`config.mk`:
```
export PLATFORM = sky130hd
export DESIGN_NAME = limn2600_mem_arbiter_flat
export DESIGN_NICKNAME = d
export VERILOG_FILES = /design/src/rtl/limn2600_memarb_pkg.sv /design/src/rtl/limn2600_mem_arbiter_if.sv /design/src/rtl/limn2600_mem_arbiter_tagfifo.sv /design/src/rtl/limn2600_mem_arbiter.sv /design/src/flat_wrapper.sv
export SDC_FILE = /design/constraint.sdc
export NUM_CORES = 1
export LEC_CHECK = 0
export CORE_ASPECT_RATIO = 1.2
export CORE_UTILIZATION = 38
export DETAILED_ROUTE_END_ITERATION = 6
export PLACE_DENSITY = 0.71
export SLEW_MARGIN = 20
export SYNTH_ARGS = -nofsm -noshare
export SYNTH_HDL_FRONTEND = slang
export SYNTH_SLANG_ARGS = --single-unit
```
`constraint.sdc`:
```
create_clock -name clk -period 3.45 [get_ports clk]
set_input_delay 0.8625 -clock clk [delete_from_list [all_inputs] [get_ports clk]]
set_output_delay 0.8625 -clock clk [all_outputs]
set_load 0.1 [all_outputs]
```
`src/rtl/limn2600_memarb_pkg.sv`:
```
// limn2600_memarb_pkg
//   Shared definitions for the limn2600 memory arbiter: the read-source tag
//   that travels through the tag FIFO, the 32-bit size code, the default tag
//   depth, and the registered command records driven to the scheduler.
package limn2600_memarb_pkg;

   // Read source, stored per outstanding read so completions can be routed.
   typedef enum logic {
      SRC_IF = 1'b0,
      SRC_D  = 1'b1
   } src_e;

   localparam logic [1:0] SIZE_32           = 2'b11;
   localparam int         DEFAULT_TAG_DEPTH = 8;

   // Registered read command towards the scheduler.
   typedef struct packed {
      logic        en;
      logic [31:0] addr;
      logic [1:0]  size;
   } rd_cmd_t;

   // Registered write command towards the scheduler.
   typedef struct packed {
      logic        en;
      logic [31:0] addr;
      logic [31:0] value;
      logic [1:0]  size;
   } wr_cmd_t;

endpackage

```
`src/rtl/limn2600_mem_arbiter_if.sv`:
```
// limn2600_mem_arbiter_if
//   Bundles every handshake/bus signal of the memory arbiter: the
//   instruction-fetch read port (if_*), the data read/write port (d_*), the
//   shared pipeline flush, and the scheduler command/completion port (m_*).
//   Modports:
//     slave  - the arbiter itself (takes requests, drives grants and m_* commands)
//     master - the surrounding system (CPU ports and scheduler model)
interface limn2600_mem_arbiter_if;

   // Instruction-fetch port
   logic        if_req;
   logic [31:0] if_addr;
   logic        if_gnt;
   logic [31:0] if_rdata;
   logic        if_rvalid;

   // Data port
   logic        d_rd_req;
   logic        d_wr_req;
   logic [31:0] d_addr;
   logic [31:0] d_wdata;
   logic [1:0]  d_size;
   logic        d_gnt;
   logic [31:0] d_rdata;
   logic        d_rvalid;

   // Pipeline flush shared with the scheduler
   logic        flush;

   // Scheduler port
   logic [31:0] m_rd_addr;
   logic [1:0]  m_rd_size;
   logic        m_rd_en;
   logic [31:0] m_wr_addr;
   logic [31:0] m_wr_value;
   logic [1:0]  m_wr_size;
   logic        m_wr_en;
   logic [31:0] m_rd_value;
   logic        m_rd_rdy;
   logic        m_full;

   modport slave (
      input  if_req, if_addr,
      input  d_rd_req, d_wr_req, d_addr, d_wdata, d_size,
      input  flush,
      input  m_rd_value, m_rd_rdy, m_full,
      output if_gnt, if_rdata, if_rvalid,
      output d_gnt, d_rdata, d_rvalid,
      output m_rd_addr, m_rd_size, m_rd_en,
      output m_wr_addr, m_wr_value, m_wr_size, m_wr_en
   );

   modport master (
      output if_req, if_addr,
      output d_rd_req, d_wr_req, d_addr, d_wdata, d_size,
      output flush,
      output m_rd_value, m_rd_rdy, m_full,
      input  if_gnt, if_rdata, if_rvalid,
      input  d_gnt, d_rdata, d_rvalid,
      input  m_rd_addr, m_rd_size, m_rd_en,
      input  m_wr_addr, m_wr_value, m_wr_size, m_wr_en
   );

endinterface

```
`src/rtl/limn2600_mem_arbiter_tagfifo.sv`:
```
// limn2600_mem_arbiter_tagfifo
//   FIFO of read sources, one entry per outstanding read, in issue order.
//   Ports:
//     clk, rst  - clock and synchronous active-high reset
//     push, din - record the source of a newly granted read
//     pop       - a read completed; ignored while empty
//     dout      - source of the oldest outstanding read (valid when count != 0)
//     count     - number of outstanding reads, log2(TAG_DEPTH)+1 bits
//     clear     - drop every outstanding entry (pipeline flush)
//   TAG_DEPTH must be a power of two so the pointers wrap naturally.
module limn2600_mem_arbiter_tagfifo
   import limn2600_memarb_pkg::*;
#(
   parameter int TAG_DEPTH = DEFAULT_TAG_DEPTH
) (
   input  logic                       clk,
   input  logic                       rst,
   input  logic                       push,
   input  logic                       pop,
   input  src_e                       din,
   output src_e                       dout,
   output logic [$clog2(TAG_DEPTH):0] count,
   input  logic                       clear
);

   localparam int            AW      = $clog2(TAG_DEPTH);
   localparam int            CW      = AW + 1;
   localparam logic [CW-1:0] DEPTH_C = CW'(TAG_DEPTH);

   src_e          mem_q [TAG_DEPTH];
   logic [AW-1:0] wr_ptr_q, wr_ptr_d;
   logic [AW-1:0] rd_ptr_q, rd_ptr_d;
   logic [CW-1:0] count_q, count_d;
   logic          do_push;
   logic          do_pop;

   // NOTE: every variable written here gets a default first, so no path can
   // leave it unassigned and infer a latch.
   always_comb begin
      do_push  = push && (count_q != DEPTH_C);
      do_pop   = pop && (count_q != '0);
      wr_ptr_d = wr_ptr_q;
      rd_ptr_d = rd_ptr_q;
      count_d  = count_q;
      if (clear) begin
         wr_ptr_d = '0;
         rd_ptr_d = '0;
         count_d  = '0;
      end else begin
         if (do_push) wr_ptr_d = wr_ptr_q + AW'(1);
         if (do_pop)  rd_ptr_d = rd_ptr_q + AW'(1);
         // Push and pop together leave the count unchanged.
         case ({do_push, do_pop})
            2'b10:   count_d = count_q + CW'(1);
            2'b01:   count_d = count_q - CW'(1);
            default: count_d = count_q;
         endcase
      end
   end

   // NOTE: state registers use non-blocking assignments so every flop samples
   // the pre-edge value of every other flop.
   always_ff @(posedge clk) begin
      if (rst) begin
         wr_ptr_q <= '0;
         rd_ptr_q <= '0;
         count_q  <= '0;
      end else begin
         wr_ptr_q <= wr_ptr_d;
         rd_ptr_q <= rd_ptr_d;
         count_q  <= count_d;
      end
   end

   // NOTE: the storage array is deliberately not reset; the pointers and count
   // alone decide which entries are meaningful.
   always_ff @(posedge clk) begin
      if (do_push && !clear) mem_q[wr_ptr_q] <= din;
   end

   assign dout  = mem_q[rd_ptr_q];
   assign count = count_q;

endmodule

```
`src/rtl/limn2600_mem_arbiter.sv`:
```
// limn2600_mem_arbiter
//   Merges the instruction-fetch and data ports onto the scheduler's single
//   read and single write command channel. Grants are combinational; the
//   accepted command is registered and presented on m_* one cycle later for
//   exactly one cycle. Each read grant records its source in a tag FIFO so
//   completions (m_rd_rdy/m_rd_value) are routed back in order, one cycle
//   after they arrive.
//   Ports:
//     clk - clock, rising edge
//     rst - synchronous active-high reset
//     bus - limn2600_mem_arbiter_if.slave (if_*, d_*, flush, m_*)
//   Parameter:
//     TAG_DEPTH - maximum outstanding reads (power of two)
//   Configuration macro:
//     MEMARB_RR_EN - when defined, simultaneous IF/D reads are arbitrated
//                    round-robin (pointer starts at IF); otherwise the data
//                    port always wins.
module limn2600_mem_arbiter
   import limn2600_memarb_pkg::*;
#(
   parameter int TAG_DEPTH = DEFAULT_TAG_DEPTH
) (
   input logic                   clk,
   input logic                   rst,
   limn2600_mem_arbiter_if.slave bus
);

   localparam int            CW      = $clog2(TAG_DEPTH) + 1;
   localparam logic [CW-1:0] DEPTH_C = CW'(TAG_DEPTH);

   logic [CW-1:0] tag_count;
   src_e          tag_dout;
   src_e          tag_din;
   logic          tag_push;

   logic          can_issue;
   logic          tag_room;
   logic          rd_contend;
   logic          rd_grant_if;
   logic          rd_grant_d;
   logic          wr_grant;
   logic          resp_ok;

   rd_cmd_t       rd_cmd_q, rd_cmd_d;
   wr_cmd_t       wr_cmd_q, wr_cmd_d;
   logic          if_rvalid_q, if_rvalid_d;
   logic          d_rvalid_q, d_rvalid_d;
   logic [31:0]   if_rdata_q, if_rdata_d;
   logic [31:0]   d_rdata_q, d_rdata_d;

`ifdef MEMARB_RR_EN
   src_e          rr_q, rr_d;
`endif

   // Grant logic. Reads need a free tag slot, judged on the registered count
   // only: a completion in the same cycle does not open a slot until the edge.
   always_comb begin
      can_issue   = !rst && !bus.flush && !bus.m_full;
      tag_room    = tag_count < DEPTH_C;
      rd_contend  = bus.if_req && bus.d_rd_req;
      wr_grant    = can_issue && bus.d_wr_req;
      rd_grant_if = 1'b0;
      rd_grant_d  = 1'b0;
      if (can_issue && tag_room) begin
         if (rd_contend) begin
`ifdef MEMARB_RR_EN
            if (rr_q == SRC_IF) rd_grant_if = 1'b1;
            else                rd_grant_d  = 1'b1;
`else
            rd_grant_d = 1'b1;
`endif
         end else begin
            rd_grant_if = bus.if_req;
            rd_grant_d  = bus.d_rd_req;
         end
      end
   end

`ifdef MEMARB_RR_EN
   // The pointer moves only when both sources competed and one was served.
   always_comb begin
      rr_d = rr_q;
      if (rd_contend && (rd_grant_if || rd_grant_d))
         rr_d = (rr_q == SRC_IF) ? SRC_D : SRC_IF;
   end
`endif

   assign bus.if_gnt = rd_grant_if;
   assign bus.d_gnt  = rd_grant_d || wr_grant;

   assign tag_push = rd_grant_if || rd_grant_d;
   assign tag_din  = rd_grant_d ? SRC_D : SRC_IF;

   // Command registers: address/data hold their last value, enables pulse.
   always_comb begin
      rd_cmd_d    = rd_cmd_q;
      rd_cmd_d.en = 1'b0;
      if (rd_grant_d) begin
         rd_cmd_d.en   = 1'b1;
         rd_cmd_d.addr = bus.d_addr;
         rd_cmd_d.size = bus.d_size;
      end else if (rd_grant_if) begin
         rd_cmd_d.en   = 1'b1;
         rd_cmd_d.addr = bus.if_addr;
         rd_cmd_d.size = SIZE_32;
      end

      wr_cmd_d    = wr_cmd_q;
      wr_cmd_d.en = 1'b0;
      if (wr_grant) begin
         wr_cmd_d.en    = 1'b1;
         wr_cmd_d.addr  = bus.d_addr;
         wr_cmd_d.value = bus.d_wdata;
         wr_cmd_d.size  = bus.d_size;
      end
   end

   // Completion routing. A completion with nothing outstanding, or one that
   // lands in a flush cycle, is dropped.
   always_comb begin
      resp_ok     = bus.m_rd_rdy && (tag_count != '0) && !bus.flush;
      if_rvalid_d = resp_ok && (tag_dout == SRC_IF);
      d_rvalid_d  = resp_ok && (tag_dout == SRC_D);
      if_rdata_d  = if_rvalid_d ? bus.m_rd_value : if_rdata_q;
      d_rdata_d   = d_rvalid_d  ? bus.m_rd_value : d_rdata_q;
   end

   always_ff @(posedge clk) begin
      if (rst) begin
         rd_cmd_q    <= '0;
         wr_cmd_q    <= '0;
         if_rvalid_q <= 1'b0;
         d_rvalid_q  <= 1'b0;
         if_rdata_q  <= '0;
         d_rdata_q   <= '0;
`ifdef MEMARB_RR_EN
         rr_q        <= SRC_IF;
`endif
      end else begin
         rd_cmd_q    <= rd_cmd_d;
         wr_cmd_q    <= wr_cmd_d;
         if_rvalid_q <= if_rvalid_d;
         d_rvalid_q  <= d_rvalid_d;
         if_rdata_q  <= if_rdata_d;
         d_rdata_q   <= d_rdata_d;
`ifdef MEMARB_RR_EN
         rr_q        <= rr_d;
`endif
      end
   end

   limn2600_mem_arbiter_tagfifo #(
      .TAG_DEPTH (TAG_DEPTH)
   ) u_tagfifo (
      .clk   (clk),
      .rst   (rst),
      .push  (tag_push),
      .pop   (bus.m_rd_rdy),
      .din   (tag_din),
      .dout  (tag_dout),
      .count (tag_count),
      .clear (bus.flush)
   );

   assign bus.m_rd_en    = rd_cmd_q.en;
   assign bus.m_rd_addr  = rd_cmd_q.addr;
   assign bus.m_rd_size  = rd_cmd_q.size;
   assign bus.m_wr_en    = wr_cmd_q.en;
   assign bus.m_wr_addr  = wr_cmd_q.addr;
   assign bus.m_wr_value = wr_cmd_q.value;
   assign bus.m_wr_size  = wr_cmd_q.size;
   assign bus.if_rvalid  = if_rvalid_q;
   assign bus.if_rdata   = if_rdata_q;
   assign bus.d_rvalid   = d_rvalid_q;
   assign bus.d_rdata    = d_rdata_q;

endmodule
```
`src/flat_wrapper.sv`:
```
// flat-port wrapper written by rule: the top's interface ports become plain ports
module limn2600_mem_arbiter_flat import limn2600_memarb_pkg::*;
#(
   parameter int TAG_DEPTH = DEFAULT_TAG_DEPTH
)
  (clk, rst, bus_if_req, bus_if_addr, bus_d_rd_req, bus_d_wr_req, bus_d_addr, bus_d_wdata, bus_d_size, bus_flush, bus_m_rd_value, bus_m_rd_rdy, bus_m_full, bus_if_gnt, bus_if_rdata, bus_if_rvalid, bus_d_gnt, bus_d_rdata, bus_d_rvalid, bus_m_rd_addr, bus_m_rd_size, bus_m_rd_en, bus_m_wr_addr, bus_m_wr_value, bus_m_wr_size, bus_m_wr_en);
  limn2600_mem_arbiter_if bus_i ();
  input logic clk;
  input logic rst;
  input wire logic [$bits(bus_i.if_req)-1:0] bus_if_req;
  input wire logic [$bits(bus_i.if_addr)-1:0] bus_if_addr;
  input wire logic [$bits(bus_i.d_rd_req)-1:0] bus_d_rd_req;
  input wire logic [$bits(bus_i.d_wr_req)-1:0] bus_d_wr_req;
  input wire logic [$bits(bus_i.d_addr)-1:0] bus_d_addr;
  input wire logic [$bits(bus_i.d_wdata)-1:0] bus_d_wdata;
  input wire logic [$bits(bus_i.d_size)-1:0] bus_d_size;
  input wire logic [$bits(bus_i.flush)-1:0] bus_flush;
  input wire logic [$bits(bus_i.m_rd_value)-1:0] bus_m_rd_value;
  input wire logic [$bits(bus_i.m_rd_rdy)-1:0] bus_m_rd_rdy;
  input wire logic [$bits(bus_i.m_full)-1:0] bus_m_full;
  output wire logic [$bits(bus_i.if_gnt)-1:0] bus_if_gnt;
  output wire logic [$bits(bus_i.if_rdata)-1:0] bus_if_rdata;
  output wire logic [$bits(bus_i.if_rvalid)-1:0] bus_if_rvalid;
  output wire logic [$bits(bus_i.d_gnt)-1:0] bus_d_gnt;
  output wire logic [$bits(bus_i.d_rdata)-1:0] bus_d_rdata;
  output wire logic [$bits(bus_i.d_rvalid)-1:0] bus_d_rvalid;
  output wire logic [$bits(bus_i.m_rd_addr)-1:0] bus_m_rd_addr;
  output wire logic [$bits(bus_i.m_rd_size)-1:0] bus_m_rd_size;
  output wire logic [$bits(bus_i.m_rd_en)-1:0] bus_m_rd_en;
  output wire logic [$bits(bus_i.m_wr_addr)-1:0] bus_m_wr_addr;
  output wire logic [$bits(bus_i.m_wr_value)-1:0] bus_m_wr_value;
  output wire logic [$bits(bus_i.m_wr_size)-1:0] bus_m_wr_size;
  output wire logic [$bits(bus_i.m_wr_en)-1:0] bus_m_wr_en;
  assign bus_i.if_req = bus_if_req;
  assign bus_i.if_addr = bus_if_addr;
  assign bus_i.d_rd_req = bus_d_rd_req;
  assign bus_i.d_wr_req = bus_d_wr_req;
  assign bus_i.d_addr = bus_d_addr;
  assign bus_i.d_wdata = bus_d_wdata;
  assign bus_i.d_size = bus_d_size;
  assign bus_i.flush = bus_flush;
  assign bus_i.m_rd_value = bus_m_rd_value;
  assign bus_i.m_rd_rdy = bus_m_rd_rdy;
  assign bus_i.m_full = bus_m_full;
  assign bus_if_gnt = bus_i.if_gnt;
  assign bus_if_rdata = bus_i.if_rdata;
  assign bus_if_rvalid = bus_i.if_rvalid;
  assign bus_d_gnt = bus_i.d_gnt;
  assign bus_d_rdata = bus_i.d_rdata;
  assign bus_d_rvalid = bus_i.d_rvalid;
  assign bus_m_rd_addr = bus_i.m_rd_addr;
  assign bus_m_rd_size = bus_i.m_rd_size;
  assign bus_m_rd_en = bus_i.m_rd_en;
  assign bus_m_wr_addr = bus_i.m_wr_addr;
  assign bus_m_wr_value = bus_i.m_wr_value;
  assign bus_m_wr_size = bus_i.m_wr_size;
  assign bus_m_wr_en = bus_i.m_wr_en;
  limn2600_mem_arbiter #(.TAG_DEPTH(TAG_DEPTH)) u_core (.clk(clk), .rst(rst), .bus(bus_i));
endmodule
```
==> results.py, run 1 <==
metrics = {
    "outcome": {
        "outcome": "complete, no violations",
    },
    "pwr": {
        "leakage_nw": 4.397,
        "clockPowerShare": 0.420,
        "peakVddDrop_uv": 345.5,
        "p_total_mw": 4.948,
        "p_int_mw": 3.679,
        "switching_share": 0.2565,
        "powerDensity_mw_per_mm2": 463.8,
        "p_comb_frac": 0.126,
        "switching_power_mw": 1.269,
        "seqPwrFrac": 0.454,
    },
    "sta": {
        "worstMarginPinSlew_ns": 1.050,
        "whs_ns": 0.4524,
        "skew_ns": 0.01027,
        "fin_setup_tns_ns": 0,
        "hold_violations": 0,
        "relSlewSlack": 0.3000,
        "setup_viol": 0,
        "clock.fmax_mhz": 315.0,
        "slew_violations": 0,
        "grt_setup_unrepaired": "no",
        "fin_crit_ns": 3.175,
        "setup_slack_ns": 0.2750,
        "fin_crit_sh": 0.9203,
    },
    "clock_tree": {
        "clk_latency_ns": 0.43,
        "cts-buffers-inserted": 17,
        "cts_resized": 0,
        "cts_hold_buf": 0,
        "cts_tree": "yes",
        "htree_levels": 4,
        "clkSlewWorstSetupHoldPaths_ns": 0.07,
        "cts_setup_buffers": 0,
        "cts_root_buf": "clkbuf_16",
        "cts.path.max_buffers": 2,
        "cts.sinks": 189,
    },
    "worst_setup_path": {
        "crit_fanout": 3,
        "critical_path.top_delay_family": "buffers and inverters",
        "arrival_ns": 2.31,
        "r2r-end": "u_core.u_tagfifo.count[2]",
        "cpPeakStageDelay_ns": 0.45,
        "cp.buffers_inverters": 3,
        "startpoint": "bus_flush",
        "rrSetupSlack_ns": 0.89,
        "ff2ff_path_depth": 9,
        "crit_chain": "clkdlybuf4s50_1 > nor4_2 > buf_4 > and2_1 > nand2b_2 > buf_12",
        "path_depth": 6,
        "cp-endpoint": "bus_d_gnt",
        "cp_data_required_time_ns": 2.59,
        "slowest_stage": "clkdlybuf4s50_1",
        "worstSetupEndpointType": "output pin",
        "path_class": "input pin to output pin",
        "critPathLaunchType": "input pin",
        "rr_startpoint": "u_core.u_tagfifo.count[3]",
    },
    "logic_synthesis": {
        "synth_fp_nets": 893,
        "synth-simple-area-share": 0.2022,
        "netlist_area_sq_mm": 0.007203,
        "synthAdderAreaFrac": 0.008685,
        "yosysUniqueCellTypes": 37,
        "synth-warning-count": 0,
        "syn_avg_cell_area_sq_um": 9.604,
        "synth_top_family_by_area": "simple AND/OR/NAND/NOR gates",
        "synth_xor_xnor_area_share": 0.008511,
        "yosysSeqAreaShare": 0.5364,
        "synth_cells": 750,
        "synth_compound_area_frac": 0.1054,
        "synthMuxAreaShare": 0.09901,
        "ys_ff_latch": 189,
    },
    "grt": {
        "grt-ovfl-total": 0,
        "antenna_found_initial": 0,
        "grt_max_degree": 118,
        "grt.total_usage": 0.2169,
        "grt_pass1_wl_microns": 33020,
        "grt_pass1_vias": 6126,
    },
    "placement": {
        "dpl.hpwl_microns": 14900,
        "gp_congestion": 0.7728,
        "dp_slack_ns": 0.2132,
        "port_buffers": 307,
        "place_area_sq_mm": 0.01004,
        "dp.cells": 1266,
    },
    "final_layout": {
        "nFillCells": 1657,
        "final_core_util": 0.5805,
        "final_cell_mix": "buf_4, dfxtp_1, nand2_1",
        "design_area_sq_mm": 0.01067,
        "drive_gt1_frac": 0.2161,
        "final_common_cell": "buf_4",
        "stdcell_count": 1299,
        "fin_nets": 1176,
        "multi_input_area_sq_mm": 0.003055,
        "seqCellArea_sq_mm": 0.003864,
        "areaGrowthSynthToFinish_pct": 48.10,
    },
    "detailed_routing": {
        "detail_route.wirelength_microns": 21300,
        "drc_errors": 0,
        "drtPass1Iterations": 5,
        "vias": 6358,
        "first_iter_violations": 413,
        "detail_route.vias_per_cell": 4.895,
        "antenna_left": 0,
        "wl_per_cell_microns": 16.39,
    },
    "floorplanning": {
        "fp.dieW_microns": 127.7,
        "io_pins": 308,
        "rows": 54,
        "core_area_sq_mm": 0.01838,
        "die-area_sq_mm": 0.01951,
        "initial_core_util": 0.3920,
        "die_y_microns": 152.8,
    },
    "min_path": {
        "hold_depth": 2,
        "min_path_type": "flop to flop",
    },
    "flow_run": {
        "max_cap_violations": 0,
    },
}
==> logic make-up after synthesis <==
logic type | Yosys count
simple gates | 305
flops | 189
compound gates | 113
mux | 70
buf+inv | 61
xor+xnor | 7
fa+ha+maj | 5
==> synth_stat cells (all sizes together) <==
master / number / area [sq um]
dfxtp: 181 / 3623
nand2: 141 / 531.8
nand2b: 99 / 619.3
a21oi: 71 / 355.3
mux2i: 69 / 690.7
nor2: 46 / 172.7
clkbuf: 36 / 135.1
a222oi: 32 / 320.3
buf: 22 / 140.1
edfxtp: 8 / 240.2
nor3: 6 / 41.29
ha: 5 / 62.56
xor2: 5 / 43.79
nor4: 4 / 31.28
inv: 3 / 11.26
o21ai: 3 / 15.01
a221oi: 2 / 17.52
nand3b: 2 / 15.01
or3: 2 / 12.51
xnor2: 2 / 17.52
a2111o: 1 / 11.26
a211o: 1 / 8.760
and2: 1 / 6.260
and3b: 1 / 8.760
mux4: 1 / 22.52
nand3: 1 / 5.000
nor2b: 1 / 6.260
o211ai: 1 / 7.510
o21a: 1 / 7.510
o41ai: 1 / 16.27
or2: 1 / 6.260
==> state kept, by name, summed over array words and instances, names as in the netlist, named ones only <==
register and count:
u_core.bus.d_rdata 32, u_core.bus.if_rdata 32, u_core.bus.m_rd_addr 32, u_core.bus.m_wr_addr 32, u_core.bus.m_wr_value 32, u_core.u_tagfifo.mem_q 8, u_core.u_tagfifo.count 4, u_core.u_tagfifo.rd_ptr_q 3
u_core.u_tagfifo.wr_ptr_q 3, u_core.bus.m_rd_size 2, u_core.bus.m_wr_size 2, u_core.bus.d_rvalid 1, u_core.bus.if_rvalid 1, u_core.bus.m_rd_en 1, u_core.bus.m_wr_en 1
==> power groups by stage <==
stage / Sequential, mW / Combinational, mW / Clock [mW]
after floorplan: 2.52 / 0.139 / 0
after global placement: 2.29 / 0.624 / 0
after detailed placement: 2.29 / 0.625 / 0
final: 2.25 / 0.624 / 2.08
after CTS: 2.25 / 0.626 / 2.13
after global routing: 2.25 / 0.656 / 2.21
==> final cells by class <==
type | instances | share of cell area
sequential | 189 | 0.3622
multi-input combinational | 500 | 0.2864
timing repair buffer | 322 | 0.2620
clock buffer | 21 | 0.04422
tap | 252 | 0.02956
clock inverter | 11 | 0.01431
inverter | 3 | 0.001056
antenna | 1 | 0.0002346
==> worst min-delay path by stage <==
| stage | startpoint | slack, ns | end |
|---|---|---|---|
| floorplan | u_core.u_tagfifo.rd_ptr_q[1] | 0.45 | flop |
| global route | u_core.bus.m_wr_addr[18] | 0.47 | u_core.bus.m_wr_addr[18] |
| global placement | u_core.bus.m_wr_addr[12] | 0.44 | u_core.bus.m_wr_addr[12] |
| CTS | u_core.bus.m_wr_value[20] | 0.46 | u_core.bus.m_wr_value[20] |
| finish | u_core.bus.m_wr_value[8] | 0.45 | u_core.bus.m_wr_value[8] |
| detailed placement | u_core.bus.m_wr_value[8] | 0.45 | u_core.bus.m_wr_value[8] |
==> worst reg2reg max path: stages (launching register included) <==
cell	delay, ns
dfxtp_1	0.36
o41ai_2	0.73
inv_2	0.16
ha_1	0.25
xor2_1	0.15
ha_1	0.19
a21oi_1	0.14
xor2_1	0.09
or3_1	0.30
a21oi_1	0.13
==> metal layers <==
metal	share of wire	GRT usage	up-vias
li1	-	-	3106
met2	0.46	0.3440	306
met1	0.42	0.2724	2924
met4	0.014	0.06443	2
met3	0.11	0.08295	20
met5	0.00028	0	-
(Power assumes the default switching activity.)
==> inputs of run 2 (changes only) <==
==> constraint.sdc (replaced) <==
create_clock -name clk -period 3.45 [get_ports clk]
set_input_delay 0.345 -clock clk [delete_from_list [all_inputs] [get_ports clk]]
set_output_delay 0.345 -clock clk [all_outputs]
set_load 0.1 [all_outputs]
==> run 2 against run 1 <==
Net effect: sequential cell count stayed put; critical path type is now flop to flop; final area is 3.3% higher; fmax is 19% higher; die area stayed put.
==> results.py, run 2 (same netlist as run 1, synthesis figures left out) <==
metrics = {
    "detailed_routing": {
        "detail_route.wirelength_microns": 21040,
        "antenna_left": 0,
        "drtPass1Iterations": 7,
        "wl_per_cell_microns": 16.24,
        "drc_errors": 0,
        "vias": 6369,
        "first_iter_violations": 474,
        "detail_route.vias_per_cell": 4.918,
    },
    "sta": {
        "relSlewSlack": 0.2773,
        "clock.fmax_mhz": 376.2,
        "worstMarginPinSlew_ns": 1.081,
        "slew_violations": 0,
        "fin_crit_ns": 2.658,
        "setup_viol": 0,
        "fin_crit_sh": 0.7705,
        "hold_violations": 0,
        "grt_setup_unrepaired": "no",
        "skew_ns": 0.009996,
        "fin_setup_tns_ns": 0,
        "whs_ns": 0.3141,
    },
    "clock_tree": {
        "cts.path.max_buffers": 2,
        "cts_resized": 0,
        "cts.sinks": 189,
        "htree_levels": 4,
        "cts_setup_buffers": 0,
        "cts_tree": "yes",
        "clkSlewWorstSetupHoldPaths_ns": 0.07,
        "cts_hold_buf": 0,
        "clk_latency_ns": 0.42,
        "cts_root_buf": "clkbuf_16",
        "cts-buffers-inserted": 17,
    },
    "final_layout": {
        "final_common_cell": "clkdlybuf4s50_1",
        "drive_gt1_frac": 0.05369,
        "final_cell_mix": "clkdlybuf4s50_1, dfxtp_1, nand2_1",
        "stdcell_count": 1295,
        "fin_nets": 1175,
        "areaGrowthSynthToFinish_pct": 53.03,
        "multi_input_area_sq_mm": 0.003053,
        "seqCellArea_sq_mm": 0.003864,
        "diodes": 0,
        "nFillCells": 1661,
    },
    "worst_setup_path": {
        "path_class": "flop to flop",
        "worstSetupEndpointType": "flop",
        "cp_data_required_time_ns": 3.80,
        "arrival_ns": 3.01,
        "crit_fanout": 5,
        "critPathLaunchType": "flop",
    },
    "outcome": {
        "outcome": "complete, no violations",
    },
    "grt": {
        "grt-ovfl-total": 0,
        "grt.total_usage": 0.2149,
        "antenna_found_initial": 0,
        "grt_pass1_vias": 6026,
        "grt_max_degree": 121,
        "grt_pass1_wl_microns": 32600,
    },
    "floorplanning": {
        "io_pins": 308,
        "die_y_microns": 152.8,
        "die-area_sq_mm": 0.01951,
        "fp.dieW_microns": 127.7,
        "rows": 54,
        "initial_core_util": 0.3920,
        "core_area_sq_mm": 0.01838,
    },
    "pwr": {
        "leakage_nw": 4.023,
        "switching_share": 0.2605,
        "clockPowerShare": 0.403,
        "switching_power_mw": 1.256,
        "peakVddDrop_uv": 301.2,
        "powerDensity_mw_per_mm2": 437.6,
        "seqPwrFrac": 0.466,
        "p_int_mw": 3.567,
        "p_comb_frac": 0.131,
    },
    "placement": {
        "gp_congestion": 0.7755,
        "dp.cells": 1265,
        "dpl.hpwl_microns": 14800,
        "port_buffers": 307,
    },
    "min_path": {
        "min_path_type": "input pin to flop",
    },
    "flow_run": {
        "max_cap_violations": 0,
    },
}
[run 2: critical path, cell delays in order (launching register included)]
cell	delay (ns)
dfxtp_1	0.37
o41ai_2	0.71
inv_2	0.16
ha_1	0.30
xor2_1	0.16
ha_1	0.18
a21oi_1	0.15
xor2_1	0.09
or3_1	0.31
a21oi_1	0.15
[run 2: per-layer routing]
layer  vias up  share of wire  track usage
li1       3106              -            -
met1      2942           0.42       0.2595
met2       292           0.45       0.3427
met3        27           0.11      0.09100
met4         2          0.019      0.07283
met5         -        0.00029            0
[run 2: final cells by class]
cell class / instances / share of cell area
multi-input cells: 500 / 0.2770
flip-flops and latches: 189 / 0.3505
inverters: 3 / 0.001022
clock buffers: 19 / 0.04018
clock inverters: 11 / 0.01192
repair buffers: 321 / 0.2908
well taps: 252 / 0.02860
[run 2: through the flow]
stage / util / power [mW] / setup WS, ns / cell area (sq um)
2_1_floorplan: - / 2.659 / 0.7999 / 7203
3_3_place_gp: 0.5686 / 2.927 / 0.5338 / 10450
3_5_place_dp: 0.5686 / 2.928 / 0.4897 / 10450
4_1_cts: 0.5998 / 4.881 / 0.8044 / 11020
5_1_grt: 0.5998 / 5.005 / 0.5948 / 11020
6_report: 0.5998 / 4.823 / 0.7919 / 11020
[run 2: worst paths after layout]
check	from	to	slack, ns	cells past startpoint
hold reg to reg	u_core.bus.m_wr_value[26]	u_core.bus.m_wr_value[26]	0.45	2
setup reg to reg	u_core.u_tagfifo.count[0]	u_core.u_tagfifo.count[2]	0.79	9
setup / recovery	u_core.u_tagfifo.count[0]	u_core.u_tagfifo.count[2]	0.79	9
hold / removal	rst	u_core.bus.m_rd_en	0.31	3
[run 2: power groups by stage]
| stage | logic [mW] | registers [mW] | clock network, mW |
|---|---|---|---|
| after floorplan | 0.138 | 2.52 | 0 |
| after global placement | 0.633 | 2.29 | 0 |
| after detailed placement | 0.633 | 2.30 | 0 |
| after CTS | 0.636 | 2.25 | 2.00 |
| after global routing | 0.663 | 2.25 | 2.09 |
| final | 0.633 | 2.25 | 1.95 |
==> inputs of run 3 (changes only) <==
clock period = 2.58 ns   (was 3.45 ns; I/O delays follow)
==> run 3 against run 2 <==
Net effect: critical endpoint unchanged; sequential power is 33% higher; via count shrank 0.89%; core utilization shrank 1.5 points; final area is 2.5% lower; worst hold slack lost 0.12 ns; the flow now finishes with violations (DRC); clock skew is 0.0032 ns higher; highest routed layer unchanged; count of clock-buffer cells in the layout is 1 higher.
==> results.py, run 3 (same netlist as run 1, synthesis figures left out) <==
metrics = {
    "outcome": {
        "outcome": "finished, violations left",
        "violations": "DRC",
    },
    "sta": {
        "skew_ns": 0.01316,
        "setup_viol": 0,
        "worstMarginPinSlew_ns": 0.8322,
        "hold_violations": 0,
        "grt_setup_unrepaired": "no",
        "relSlewSlack": 0.4452,
        "fin_crit_ns": 2.354,
        "slew_violations": 0,
        "setup_slack_ns": 0.2265,
        "fin_crit_sh": 0.9122,
        "clock.fmax_mhz": 424.9,
        "fin_setup_tns_ns": 0,
    },
    "final_layout": {
        "areaGrowthSynthToFinish_pct": 49.16,
        "fin_nets": 1185,
        "final_core_util": 0.5846,
        "diodes": 0,
        "final_common_cell": "buf_4",
        "drive_gt1_frac": 0.2201,
        "design_area_sq_mm": 0.01074,
        "nFillCells": 1696,
        "final_cell_mix": "buf_4, dfxtp_1, nand2_1",
    },
    "worst_setup_path": {
        "arrival_ns": 2.71,
        "cpPeakStageDelay_ns": 0.33,
        "crit_chain": "buf_4 > nor4_4 > o21a_1 > inv_2 > ha_1 > xor2_1 > ha_1 > a21oi_1 > xor2_1 > or3_1 > a21oi_1",
        "slowest_stage": "dfxtp_1",
        "worstSetupEndpointType": "flop",
        "critical_path.top_delay_family": "simple AND/OR/NAND/NOR gates",
        "path_class": "flop to flop",
        "crit_fanout": 3,
        "critPathLaunchType": "flop",
        "cp_data_required_time_ns": 2.93,
        "cp.buffers_inverters": 2,
    },
    "pwr": {
        "p_total_mw": 6.438,
        "powerDensity_mw_per_mm2": 599.2,
        "leakage_nw": 4.435,
        "peakVddDrop_uv": 405.8,
    },
    "clock_tree": {
        "cts.sinks": 189,
        "cts_root_buf": "clkbuf_16",
        "cts-buffers-inserted": 17,
        "cts_setup_buffers": 0,
        "cts.path.max_buffers": 2,
        "clkSlewWorstSetupHoldPaths_ns": 0.07,
        "clk_latency_ns": 0.42,
        "htree_levels": 4,
        "cts_tree": "yes",
    },
    "grt": {
        "grt.total_usage": 0.2130,
        "antenna_found_initial": 0,
        "grt_pass1_vias": 6060,
        "grt_pass1_wl_microns": 32510,
        "grt_max_degree": 200,
        "grt-ovfl-total": 0,
    },
    "detailed_routing": {
        "drc_errors": 1,
        "antenna_left": 0,
        "drtPass1Iterations": 7,
        "detail_route.wirelength_microns": 20780,
        "first_iter_violations": 410,
        "vias": 6312,
        "wl_per_cell_microns": 15.91,
        "detail_route.vias_per_cell": 4.833,
    },
    "floorplanning": {
        "core_area_sq_mm": 0.01838,
        "die-area_sq_mm": 0.01951,
        "initial_core_util": 0.3920,
        "die_y_microns": 152.8,
        "fp.dieW_microns": 127.7,
        "rows": 54,
        "io_pins": 308,
    },
    "min_path": {
        "min_path_type": "input pin to flop",
    },
    "placement": {
        "dpl.hpwl_microns": 14570,
        "port_buffers": 307,
        "dp_slack_ns": -0.05052,
        "gp_congestion": 0.7854,
        "place_area_sq_mm": 0.01016,
    },
    "flow_run": {
        "max_cap_violations": 0,
    },
}
run 3: cell count changes in the layout (fill, tap and decap cells not counted), sizes merged:
cell           delta
buf             +177
clkbuf            +1
clkdlybuf4s50   -167
clkinv            +2
clkinvlp          -2
run 3: worst paths after layout:
kind / startpoint / to / slack (ns) / depth (start not counted)
max: u_core.u_tagfifo.count[3] / u_core.u_tagfifo.count[2] / 0.23 / 11
min: rst / u_core.u_tagfifo.count[3] / 0.19 / 4
max reg2reg: u_core.u_tagfifo.count[3] / u_core.u_tagfifo.count[2] / 0.23 / 11
min reg2reg: u_core.bus.m_wr_value[20] / u_core.bus.m_wr_value[20] / 0.45 / 2
run 3: cell type report:
type                       count  area [sq um]  area share
inverter                       3         11.26    0.001048
clock inverter                11         131.4     0.01223
tap                          252         315.3     0.02935
sequential                   189          3864      0.3596
multi-input combinational    500          3073      0.2860
clock buffer                  20         436.7     0.04064
timing repair buffer         331          2913      0.2711
run 3: layer usage:
layer	GRT usage	wire, microns
met5	0	6
met4	0.06667	337
met3	0.08120	2074
met2	0.3404	9485
met1	0.2641	8871
run 3: power breakdown:
group | total (mW) | switching (mW) | internal, mW | leakage (nW)
clock | 2.59 | 1.15 | 1.44 | 0.272
combinational | 0.844 | 0.515 | 0.328 | 2.62
sequential | 3.00 | 0.0250 | 2.98 | 1.54
run 3: worst reg2reg max path, stage by stage, from the launching register on:
cell     delay (ns)
dfxtp_1        0.33
buf_4          0.15
nor4_4         0.32
o21a_1         0.21
inv_2          0.05
ha_1           0.21
xor2_1         0.14
ha_1           0.17
a21oi_1        0.15
xor2_1         0.10
or3_1          0.31
a21oi_1        0.14
run 3: what timing repair did:
action | in CTS | in global routing
endpoints found under the hold margin | 0 | 0
endpoints found under the setup margin | 0 | 1
gates resized for setup | 0 | 2
hold buffers | 0 | 0
run 3: through the flow:
| stage | instances | hold slack, ns |
|---|---|---|
| 3_3_place_gp | 1275 | 0.4418 |
| 4_1_cts | 1306 | 0.1525 |
| 2_1_floorplan | 750 | 0.3940 |
| 3_5_place_dp | 1275 | 0.4469 |
| 6_report | 1306 | 0.1910 |
| 5_1_grt | 1306 | 0.1940 |
